## config.mk

```make
export PLATFORM = sky130hd
export DESIGN_NAME = hilo_muldiv
export DESIGN_NICKNAME = d
export VERILOG_FILES = /design/src/rtl/hilo_muldiv.sv
export SDC_FILE = /design/constraint.sdc
export NUM_CORES = 1
export LEC_CHECK = 0
export CAP_MARGIN = 20
export CORE_MARGIN = 8
export CORE_UTILIZATION = 35
export DETAILED_ROUTE_END_ITERATION = 16
export PLACE_DENSITY = 0.61
export SLEW_MARGIN = 20
export SYNTH_ARGS = -nofsm -noshare
export SYNTH_HDL_FRONTEND = slang
export SYNTH_SLANG_ARGS = --single-unit
```

## constraint.sdc

```tcl
create_clock -name clk -period 18.5 [get_ports clk]
set_input_delay 2.775 -clock clk [delete_from_list [all_inputs] [get_ports clk]]
set_output_delay 2.775 -clock clk [all_outputs]
set_load 0.02 [all_outputs]
```

## src/rtl/hilo_muldiv.sv

```systemverilog
// hilo_muldiv: iterative unsigned multiply/divide unit with HI/LO result registers.
// A MUL or DIV request runs for n cycles, then a one-cycle DONE. After that, HI and LO
// hold the product (HI:LO) or the remainder (HI) and quotient (LO).
// Ports:
//   clk, reset     - clock; asynchronous active-high reset
//   start          - request strobe, accepted only in IDLE with a valid alu_decode
//   alu_decode     - 4'b0101 unsigned MUL, 4'b0110 unsigned DIV; other codes are ignored
//   rda, rdx       - operand A (multiplicand/dividend), operand B (multiplier/divisor)
//   busy, done     - operation in progress; one-cycle completion pulse
//   rd_sel         - read select (0: LO, 1: HI)
//   rd_data        - combinational read of the selected result register
//   Hi, Lo         - current result registers
module hilo_muldiv #(
  parameter int unsigned n = 32,
  parameter int unsigned m = 4
) (
  input  logic         clk,
  input  logic         reset,
  input  logic         start,
  input  logic [m-1:0] alu_decode,
  input  logic [n-1:0] rda,
  input  logic [n-1:0] rdx,
  output logic         busy,
  output logic         done,
  input  logic         rd_sel,
  output logic [n-1:0] rd_data,
  output logic [n-1:0] Hi,
  output logic [n-1:0] Lo
);

  localparam int unsigned CW = (n > 1) ? $clog2(n) : 1;
  localparam logic [CW-1:0] LAST_ITER = CW'(n - 1);
  localparam logic [m-1:0] OP_MUL = m'(5);
  localparam logic [m-1:0] OP_DIV = m'(6);

  typedef enum logic [1:0] {IDLE, MUL, DIV, DONE} state_t;

  state_t          state;
  logic [n-1:0]    op_a;
  logic [n-1:0]    op_b;
  logic [2*n-1:0]  acc;
  logic [CW-1:0]   cnt;

  logic [n:0]      mul_sum;
  logic [2*n-1:0]  mul_next;
  logic [n:0]      div_part;
  logic            div_ge;
  logic [n-1:0]    div_rem;
  logic [2*n-1:0]  div_next;

  // One shift-add step: upper half accumulates the multiplicand when the current
  // multiplier bit (acc[0]) is set, then the whole accumulator shifts right.
  always_comb begin
    mul_sum  = {1'b0, acc[2*n-1:n]} + (acc[0] ? {1'b0, op_a} : '0);
    mul_next = {mul_sum, acc[n-1:1]};
  end

  // One restoring-divide step: upper half is the partial remainder, lower half
  // shifts dividend bits out at the top and quotient bits in at the bottom.
  // A zero divisor always subtracts nothing, giving an all-ones quotient and the dividend as remainder.
  always_comb begin
    div_part = {acc[2*n-1:n], acc[n-1]};
    div_ge   = (div_part >= {1'b0, op_b});
    div_rem  = div_ge ? n'(div_part - {1'b0, op_b}) : div_part[n-1:0];
    div_next = {div_rem, acc[n-2:0], div_ge};
  end

  assign rd_data = rd_sel ? Hi : Lo;

  // Control FSM and datapath registers
  always_ff @(posedge clk or posedge reset) begin
    if (reset) begin
      state <= IDLE;
      busy  <= 1'b0;
      done  <= 1'b0;
      Hi    <= '0;
      Lo    <= '0;
      op_a  <= '0;
      op_b  <= '0;
      acc   <= '0;
      cnt   <= '0;
    end else begin
      case (state)
        IDLE: begin
          if (start && (alu_decode == OP_MUL)) begin
            op_a  <= rda;
            op_b  <= rdx;
            acc   <= {{n{1'b0}}, rdx};
            cnt   <= '0;
            busy  <= 1'b1;
            state <= MUL;
          end else if (start && (alu_decode == OP_DIV)) begin
            op_a  <= rda;
            op_b  <= rdx;
            acc   <= {{n{1'b0}}, rda};
            cnt   <= '0;
            busy  <= 1'b1;
            state <= DIV;
          end
        end
        MUL: begin
          acc <= mul_next;
          cnt <= cnt + CW'(1);
          if (cnt == LAST_ITER) begin
            Hi    <= mul_next[2*n-1:n];
            Lo    <= mul_next[n-1:0];
            busy  <= 1'b0;
            done  <= 1'b1;
            state <= DONE;
          end
        end
        DIV: begin
          acc <= div_next;
          cnt <= cnt + CW'(1);
          if (cnt == LAST_ITER) begin
            Hi    <= div_next[2*n-1:n];
            Lo    <= div_next[n-1:0];
            busy  <= 1'b0;
            done  <= 1'b1;
            state <= DONE;
          end
        end
        DONE: begin
          done  <= 1'b0;
          state <= IDLE;
        end
        default: begin
          busy  <= 1'b0;
          done  <= 1'b0;
          state <= IDLE;
        end
      endcase
    end
  end

endmodule

```

==> results of run 1 <==
==> logic make-up after synthesis <==
kind of cell,after synthesis,share of synthesized area (%)
XOR/XNOR,53,3.390
AND/OR/NAND/NOR,376,12.32
AO/OA/AOI/OAI,461,21.32
buffers and inverters,145,4.111
flip-flops,201,36.73
adder cells (fa/ha/maj),74,6.871
multiplexers,191,15.27
==> cells in the mapped netlist, drive strengths merged, types with 34 or more instances <==
library cell	count	area, um^2
a21oi	76	380.4
mux2	140	1580
inv	56	210.2
o21ai	167	835.8
mux2i	51	510.5
xnor2	36	315.3
clkbuf	79	296.5
a22oi	42	315.3
a21o	34	255.2
ha	72	900.9
nor2	73	274.0
dfrtp	201	5030
nand2	187	701.9
and2	38	237.7
==> power by group <==
group / total (uW) / leakage, uW / switching, uW / internal, uW
clock network: 502 / 0.000399 / 200 / 302
registers: 701 / 0.00264 / 124 / 577
logic: 1500 / 0.00440 / 921 / 580
==> flip-flops by register name (all words and copies together), names as in the netlist <==
register  flops
acc          64
Hi           32
Lo           32
op_a         32
op_b         32
cnt           5
state         2
busy          1
done          1
==> routing by layer <==
| layer | vias up | share of wire, % | track usage [%] |
|---|---|---|---|
| li1 | 5679 | - | - |
| met1 | 5890 | 44 | 25.25 |
| met2 | 358 | 47 | 31.99 |
| met3 | 64 | 6.6 | 3.464 |
| met4 | 0 | 1.9 | 4.113 |
| met5 | - | 0 | 0 |
==> cells in the final DEF (no fill, tap or decap), types with 14 or more instances in the layout <==
master	n
dfrtp_1	201
nand2_1	186
clkdlybuf4s50_1	168
o21ai_0	162
mux2_2	134
a21oi_1	76
nor2_1	73
ha_1	70
inv_1	55
mux2i_1	51
a22oi_1	42
and2_1	38
xnor2_1	36
a21o_1	33
clkbuf_16	25
a31oi_1	17
xor2_1	17
buf_4	15
and3_1	14
==> final timing paths <==
kind | start | to | slack [ns] | cells past startpoint
min in group asynchronous | reset | acc[5] | 2.79 | 2
min | op_a[15] | op_a[15] | 0.50 | 1
max in group asynchronous | reset | op_b[14] | 14.15 | 3
max reg2reg | acc[0] | Hi[30] | 13.89 | 12
min reg2reg | op_a[15] | op_a[15] | 0.50 | 1
max | rd_sel | rd_data[15] | 11.21 | 3
==> worst max-delay path, delay by kind of cell <==
| kind | cells | cell delay, ns |
|---|---|---|
| buf+inv | 2 | 1.30 |
| mux | 1 | 0.42 |
==> final cells by class <==
type | instances | area [um^2]
fill | 3764 | 21980
tap | 518 | 648.1
inverter | 57 | 221.5
sequential | 201 | 5030
clock inverter | 10 | 133.9
clock buffer | 34 | 689.4
timing repair buffer | 184 | 1799
multi-input combinational | 1155 | 8148
==> through the flow <==
step	instances	worst slack (ns)
floorplan	1501	10.24
global placement	2115	11.21
detailed placement	2115	11.16
CTS	2159	11.16
global route	2159	11.11
finish	2159	11.21
==> reports/qor.csv, run 1 <==
stage,metric,value,unit
clock_tree,CTS buffer count,25,
drt,DRC,0,
power_and_ir_drop,PwrDens,162.2,mW/mm^2
timing,Layout Skew,0.01027,ns
power_and_ir_drop,Leak Pwr,0.007442,uW
setup_path,"Largest stage delay, worst path",0.75,ns
die,Die Footprint,0.04571,mm^2
die,die width,213.8,um
timing,worst rel slew slack,22.77,%
timing,"Slew Viols, Final",0,
grt,first-pass GRT wire length,68.92,mm
timing,Final period util,39.40,%
synthesis,"Top FF cell, synth",dfrtp_1,
finish,fin util,43.13,%
finish,Layout Nets,1770,
grt,vias in the first global route,11891,
clock_tree,post-CTS resize count,0,
drt,number of routed nets with antenna violations,0,
drt,vias per inst,5.554,
clock_tree,H-tree depth,1,
placed_design,hpwl dp,31.82,mm
timing,RSZ-0062 raised after global routing,false,
die,Die Height,213.8,um
clock_tree,postcts setup bufs,0,
timing,Final Hold Fails,0,
die,Starting Density,35.43,%
drt,DR iter-0 viols,715,
timing,Worst-Margin Slew,1.154,ns
timing,Peak Freq,0.1372,GHz
synthesis,"Seq/Total Area, Yosys",36.73,%
synthesis,Post-Syn Area,0.01369,mm^2
timing,hold slack,0.4974,ns
synthesis,Syn Area/Cell,9.124,um^2
synthesis,count of different cell masters after synthesis,69,
placed_design,IO Port Bufs,169,
worst_hold_path,HP Class,register to register,
status,status,completed,
clock_tree,hold buffers post-CTS,0,
grt,largest net degree at the start of global routing,129,
setup_path,Critical-path top delay cell,buf_2,
die,total I/O pin count,170,
grt,total global routing track utilization,19.02,%
setup_path,Critical Path End Type,output pin,
timing,crit path time final,7.290,ns
die,Core Footprint,0.03865,mm^2
setup_path,Setup CP Type,primary input to output pin,
synthesis,Synth Register Bits,201,
clock_tree,CTS Sinks,201,
placed_design,routability cong.,0.8652,
synthesis,"Net Count, Synth",1647,
setup_path,crit-path max FO,32,
synthesis,Post-Syn Instances,1501,
clock_tree,worst-case clock buffer depth,3,
power_and_ir_drop,Tot Pwr,2704,uW
power_and_ir_drop,Max VDD drop,0.1249,mV
placed_design,Placed Area,0.01585,mm^2
synthesis,YS warnings,0,
clock_tree,Root Buffer,clkbuf_16,
clock_tree,Clock Latency Late Sink,0.52,ns
clock_tree,CTS tree,built,
die,row count,72,
clock_tree,Clock transition at path regs,0.06,ns
finish,share of post-route cells with drive strength above 1,12.31,%
drt,drt first pass iters,5,
timing,setup TNS,0,ns
synthesis,asr flop ratio synth,100.0,%
timing,setup violators final,0,
flow_run,MaxCap Viol Count,0,
finish,cell area after layout,0.01667,mm^2
finish,n_diodes,0,
drt,mean routed wirelength per cell,20.55,um
setup_path,Critical Path RT,15.73,ns
setup_path,crit path cell chain,buf_2 > mux2_2 > clkdlybuf4s50_1,
synthesis,"EDFF count, synth",0,
finish,Area Growth Syn to Fin,21.73,%
drt,total wire length,44.36,mm
setup_path,WP data arrival,4.51,ns
grt,initial antenna violation count,0,
drt,DR vias,11991,
grt,aggregate global routing overflow,0,
setup_path,Startpoint Class,primary input,
No activity file was read; power rests on OpenSTA's default activity.
==> run 2: changes to the inputs <==
--- a/config.mk
+++ b/config.mk
@@ -9,7 +9,7 @@
 export CORE_MARGIN = 8
 export CORE_UTILIZATION = 35
 export DETAILED_ROUTE_END_ITERATION = 16
-export PLACE_DENSITY = 0.61
+export PLACE_DENSITY = 0.63
 export SLEW_MARGIN = 20
 export SYNTH_ARGS = -nofsm -noshare
 export SYNTH_HDL_FRONTEND = slang
==> constraint.sdc (replaced) <==
create_clock -name clk -period 6.1 [get_ports clk]
set_input_delay 0.915 -clock clk [delete_from_list [all_inputs] [get_ports clk]]
set_output_delay 0.915 -clock clk [all_outputs]
set_load 0.02 [all_outputs]
==> reports/qor.csv, run 2 (synthesis gave the netlist of run 1 again) <==
stage,metric,value,unit,change
drt,DR vias,12028,,"was 11,991"
setup_path,Setup CP Type,register to register,,was primary input to output pin
setup_path,R2R Path End,Hi[30],,unchanged
placed_design,routability cong.,0.9207,,was 0.8652
clock_tree,hold buffers post-CTS,0,,unchanged
clock_tree,Clock Latency Late Sink,0.53,ns,was 0.52 ns
setup_path,R2R depth,13,,was 12
grt,aggregate global routing overflow,0,,unchanged
timing,Final period util,73.22,%,
grt,initial antenna violation count,1,,was 0
finish,Layout Cells excl Fill,2158,,"was 2,159"
drt,mean routed wirelength per cell,21.03,um,was 20.55 um
setup_path,reg2reg setup slack,1.63,ns,was 13.89 ns
die,row count,72,,unchanged
finish,Layout Nets,1772,,"was 1,770"
placed_design,Placed Instances,2118,,"was 2,115"
flow_run,MaxCap Viol Count,0,,unchanged
setup_path,crit path to,Hi[30],,was rd_data[15]
die,die width,213.8,um,unchanged
setup_path,"delay-heaviest family, CP",compound AO/OA/AOI/OAI gates,,was buffers and inverters
setup_path,crit-path max FO,20,,was 32
clock_tree,post-CTS resize count,0,,unchanged
timing,"Slew Viols, Final",0,,unchanged
finish,# fillers,3764,,unchanged
setup_path,WP data arrival,4.85,ns,was 4.51 ns
clock_tree,CTS buffer count,24,,was 25
status,status,completed,,unchanged
grt,first-pass GRT wire length,70.91,mm,was 68.92 mm
clock_tree,CTS Sinks,201,,unchanged
setup_path,r2r startpoint,acc[0],,unchanged
placed_design,IO Port Bufs,169,,unchanged
drt,drt first pass iters,5,,unchanged
finish,share of post-route cells with drive strength above 1,12.44,%,was 12.31%
timing,Worst-Margin Slew,0.9844,ns,was 1.154 ns
drt,number of routed nets with antenna violations,0,,unchanged
clock_tree,CTS tree,built,,unchanged
die,Starting Density,35.43,%,unchanged
placed_design,hpwl dp,32.81,mm,was 31.82 mm
timing,setup TNS,0,ns,unchanged
setup_path,"Largest stage delay, worst path",0.77,ns,was 0.75 ns
die,Die Height,213.8,um,unchanged
setup_path,Critical Path RT,6.48,ns,was 15.73 ns
die,Core Footprint,0.03865,mm^2,unchanged
worst_hold_path,worst hold stages,1,,unchanged
timing,worst rel slew slack,34.37,%,was 22.77%
finish,"most common cell after layout, fill and taps aside",dfrtp_1,,unchanged
grt,largest net degree at the start of global routing,123,,was 129
die,total I/O pin count,170,,unchanged
power_and_ir_drop,PwrDens,494.0,mW/mm^2,was 162.2 mW/mm^2
finish,"Most flops, register",acc,,unchanged
finish,n_diodes,0,,unchanged
setup_path,Critical Path End Type,register,,was output pin
timing,Peak Freq,0.2239,GHz,
timing,Final Hold Fails,0,,unchanged
setup_path,crit path cell chain,buf_4 > nand2_1 > inv_1 > ha_1 > a211oi_1 > o211ai_1 > a211oi_1 > nor4_1 > o31ai_1 > o31ai_1 > and3_1 > nor4b_1 > o21ai_0,,was buf_2 > mux2_2 > clkdlybuf4s50_1
clock_tree,worst-case clock buffer depth,3,,unchanged
setup_path,critical path depth in cells,13,,was 3
die,Die Footprint,0.04571,mm^2,unchanged
clock_tree,Clock transition at path regs,0.06,ns,about the same
setup_path,Setup crit start,acc[0],,was rd_sel
finish,Area Growth Syn to Fin,21.70,%,was 21.73%
drt,DRC,0,,unchanged
grt,vias in the first global route,12099,,"was 11,891"
drt,vias per inst,5.574,,was 5.554
timing,Layout Skew,0.01908,ns,was 0.01027 ns
power_and_ir_drop,Max VDD drop,0.9133,mV,was 0.1249 mV
power_and_ir_drop,Leak Pwr,0.007445,uW,was 0.007442 uW
worst_hold_path,HP Class,register to register,,unchanged
drt,DR iter-0 viols,778,,was 715
timing,crit path time final,4.467,ns,
clock_tree,Root Buffer,clkbuf_16,,unchanged
setup_path,Critical-path top delay cell,dfrtp_1,,was buf_2
drt,total wire length,45.38,mm,was 44.36 mm
clock_tree,postcts setup bufs,0,,unchanged
timing,RSZ-0062 raised after global routing,false,,unchanged
setup_path,WP buf/inv,2,,unchanged
setup_path,Startpoint Class,register,,was primary input
timing,setup violators final,0,,unchanged
finish,max reg flops,64,,unchanged
grt,total global routing track utilization,19.64,%,was 19.02%
clock_tree,H-tree depth,1,,unchanged
finish,most frequent cells in the layout,"dfrtp_1 (201), nand2_1 (186), clkdlybuf4s50_1 (168), o21ai_0 (162), mux2_2 (134)",,unchanged
run 2: cell types whose count changed in the layout (fill, tap and decap cells not counted):
cell       before  now
buf_4          15   16
clkinv_4        1    0
clkinv_2        4    6
buf_12          0    2
clkbuf_1        6    3
bufinv_16       3    2
inv_8           1    0
run 2: layout make-up:
type	count	area, um^2	area share, %
timing repair buffer	187	1847	11.08
clock inverter	9	97.59	0.5856
multi-input combinational	1155	8148	48.89
inverter	57	217.7	1.306
tap	518	648.1	3.889
clock buffer	31	678.2	4.069
sequential	201	5030	30.18
run 2: per-layer routing:
metal,track usage [%],routed length (um)
met2,32.82,21490
met4,5.602,1131
met1,25.64,20050
met3,3.727,2718
met5,0,0
run 2: where the power goes:
part           leakage (uW)  internal [uW]  total [uW]  switching (uW)
combinational       0.00442           1790        4650            2860
sequential          0.00264           1750        2150             394
clock              0.000385            861        1440             581
run 2: worst register-to-register path, delay by kind of cell, from the launching register on:
kind                       cells  cell delay (ns)
and+or+nand+nor                4             0.85
buffers and inverters          2             0.43
DFF                            1             0.77
AOI/OAI and AO/OA              6             2.04
adders and majority gates      1             0.23
run 2: worst min-delay path by stage:
stage               startpoint       end  slack (ns)
finish                 op_a[2]   op_a[2]        0.50
global route          op_b[31]  op_b[31]        0.52
CTS                    op_a[2]   op_a[2]        0.50
detailed placement        busy      busy        0.48
global placement          busy      busy        0.49
floorplan              op_a[0]   op_a[0]        0.47
run 2: per-stage QoR:
stage               hold slack (ns)  power [uW]  util [%]  setup WS [ns]  cell area, um^2
finish                       0.5006        8233     43.12          1.633            16670
global route                 0.5197        8842     43.12          1.343            16670
CTS                          0.5049        8237     43.12          1.702            16670
detailed placement           0.4806        6745     41.12          1.737            15890
global placement             0.4862        6673     41.12          1.912            15890
floorplan                    0.4713        5397         -          2.583            13700
==> run 3: changes to the inputs <==
==> constraint.sdc (replaced) <==
create_clock -name clk -period 3.8 [get_ports clk]
set_input_delay 0.57 -clock clk [delete_from_list [all_inputs] [get_ports clk]]
set_output_delay 0.57 -clock clk [all_outputs]
set_load 0.02 [all_outputs]
==> reports/qor.csv, run 3 (synthesis gave the netlist of run 1 again) <==
stage,metric,value,unit,change
grt,aggregate global routing overflow,0,,unchanged
grt,total global routing track utilization,19.36,%,was 19.64%
worst_hold_path,worst hold stages,1,,unchanged
drt,DRC,0,,unchanged
worst_hold_path,HP Class,register to register,,unchanged
grt,vias in the first global route,11979,,"was 12,099"
finish,fin util,43.91,%,was 43.12%
clock_tree,Clock Latency Late Sink,0.54,ns,was 0.53 ns
drt,mean routed wirelength per cell,20.69,um,was 21.03 um
setup_path,Critical Path End Type,register,,unchanged
setup_path,WP data arrival,3.95,ns,was 4.85 ns
power_and_ir_drop,Max VDD drop,0.5191,mV,was 0.9133 mV
placed_design,IO Port Bufs,169,,unchanged
setup_path,crit-path max FO,18,,was 20
timing,worst rel slew slack,28.92,%,was 34.37%
finish,most frequent cells in the layout,"dfrtp_1 (200), nand2_1 (186), clkdlybuf4s50_1 (168), o21ai_0 (162), mux2_2 (134)",,"was dfrtp_1 (201), nand2_1 (186), clkdlybuf4s50_1 (168), o21ai_0 (162), mux2_2 (134)"
finish,Area Growth Syn to Fin,23.93,%,was 21.70%
status,status,completed,,unchanged
clock_tree,Root Buffer,clkbuf_16,,unchanged
timing,RSZ-0062 raised after global routing,false,,unchanged
finish,n_diodes,0,,unchanged
timing,Worst-Margin Slew,1.062,ns,was 0.9844 ns
clock_tree,CTS Sinks,201,,unchanged
timing,setup violators final,0,,unchanged
grt,largest net degree at the start of global routing,132,,was 123
clock_tree,Clock transition at path regs,0.06,ns,about the same
finish,share of post-route cells with drive strength above 1,13.94,%,was 12.44%
clock_tree,H-tree depth,1,,unchanged
clock_tree,hold buffers post-CTS,0,,unchanged
power_and_ir_drop,Leak Pwr,0.007603,uW,was 0.007445 uW
power_and_ir_drop,PwrDens,804.8,mW/mm^2,was 494.0 mW/mm^2
setup_path,Setup CP Type,register to register,,unchanged
placed_design,hpwl dp,33.47,mm,was 32.81 mm
timing,"Slew Viols, Final",0,,unchanged
flow_run,MaxCap Viol Count,0,,unchanged
die,Core Footprint,0.03865,mm^2,unchanged
timing,Final period util,93.35,%,was 73.22%
drt,DR iter-0 viols,755,,was 778
finish,"most common cell after layout, fill and taps aside",dfrtp_1,,unchanged
finish,"Most flops, register",acc,,unchanged
grt,first-pass GRT wire length,70.04,mm,was 70.91 mm
drt,DR vias,12016,,"was 12,028"
die,Die Height,213.8,um,unchanged
die,total I/O pin count,170,,unchanged
finish,max reg flops,64,,unchanged
timing,hold slack,0.4993,ns,was 0.5006 ns
timing,Final Hold Fails,0,,unchanged
drt,number of routed nets with antenna violations,0,,unchanged
power_and_ir_drop,Tot Pwr,13660,uW,was 8233 uW
drt,drt first pass iters,5,,unchanged
die,Die Footprint,0.04571,mm^2,unchanged
timing,crit path time final,3.547,ns,was 4.467 ns
die,Starting Density,35.43,%,unchanged
drt,total wire length,45.14,mm,was 45.38 mm
clock_tree,CTS buffer count,25,,was 24
finish,cell area after layout,0.01697,mm^2,was 0.01667 mm^2
grt,initial antenna violation count,1,,unchanged
clock_tree,worst-case clock buffer depth,3,,unchanged
die,die width,213.8,um,unchanged
die,row count,72,,unchanged
clock_tree,CTS tree,built,,unchanged
timing,Peak Freq,0.2819,GHz,was 0.2239 GHz
drt,vias per inst,5.507,,was 5.574
setup_path,Startpoint Class,register,,unchanged
timing,Layout Skew,0.01908,ns,about the same
timing,setup TNS,0,ns,unchanged
finish,Layout Nets,1793,,"was 1,772"
placed_design,routability cong.,0.9096,,was 0.9207
setup_path,Critical Path RT,4.21,ns,was 6.48 ns
placed_design,Placed Area,0.01608,mm^2,was 0.01589 mm^2
setup_path,R2R depth,11,,was 13
finish,# fillers,3703,,"was 3,764"
run 3: critical path, stage by stage, from the launching register on:
cell,delay (ns)
dfrtp_1,0.45
ha_1,0.33
nor2b_1,0.15
o31a_1,0.27
o31a_1,0.27
o31a_1,0.37
a21o_1,0.35
a21o_1,0.23
buf_4,0.24
mux2_1,0.38
mux2i_1,0.23
o21ai_0,0.12
run 3: final cells by class:
type / count / area [um^2] / area share (%)
multi-input combinational: 1155 / 8159 / 48.08
tap: 518 / 648.1 / 3.819
clock buffer: 30 / 684.4 / 4.033
inverter: 57 / 217.7 / 1.283
sequential: 201 / 5031 / 29.64
clock inverter: 14 / 163.9 / 0.9658
timing repair buffer: 207 / 2067 / 12.18
run 3: final timing paths:
| path | start | endpoint | slack (ns) |
|---|---|---|---|
| worst max register to register | acc[32] | Hi[15] | 0.25 |
| worst min-delay path | op_a[2] | op_a[2] | 0.50 |
| max in group asynchronous | reset | acc[0] | 2.55 |
| worst max-delay path | acc[32] | Hi[15] | 0.25 |
| worst min register to register | op_a[2] | op_a[2] | 0.50 |
| min in group asynchronous | reset | Hi[14] | 0.51 |
run 3: per-stage QoR:
step                      cells  setup slack, ns
after floorplan            1501           0.6277
after global placement     2137           0.1844
after detailed placement   2137          0.08445
after CTS                  2181          0.07816
after global routing       2182          0.01835
final                      2182           0.2528
run 3: layer usage:
metal	GRT usage (%)	part of all wire (%)
met5	0	0.029
met2	31.75	47
met1	25.79	44
met3	3.508	6.0
met4	5.720	3.0
run 3: timing repair:
action,CTS,global route
setup endpoints to repair,0,9
hold endpoints to repair,0,0
gates resized for setup,0,4
setup buffers,0,0
run 3: power by group:
part,internal (uW),switching (uW)
clock network,1490,1010
registers,2810,664
logic,3050,4630
total,7350,6310
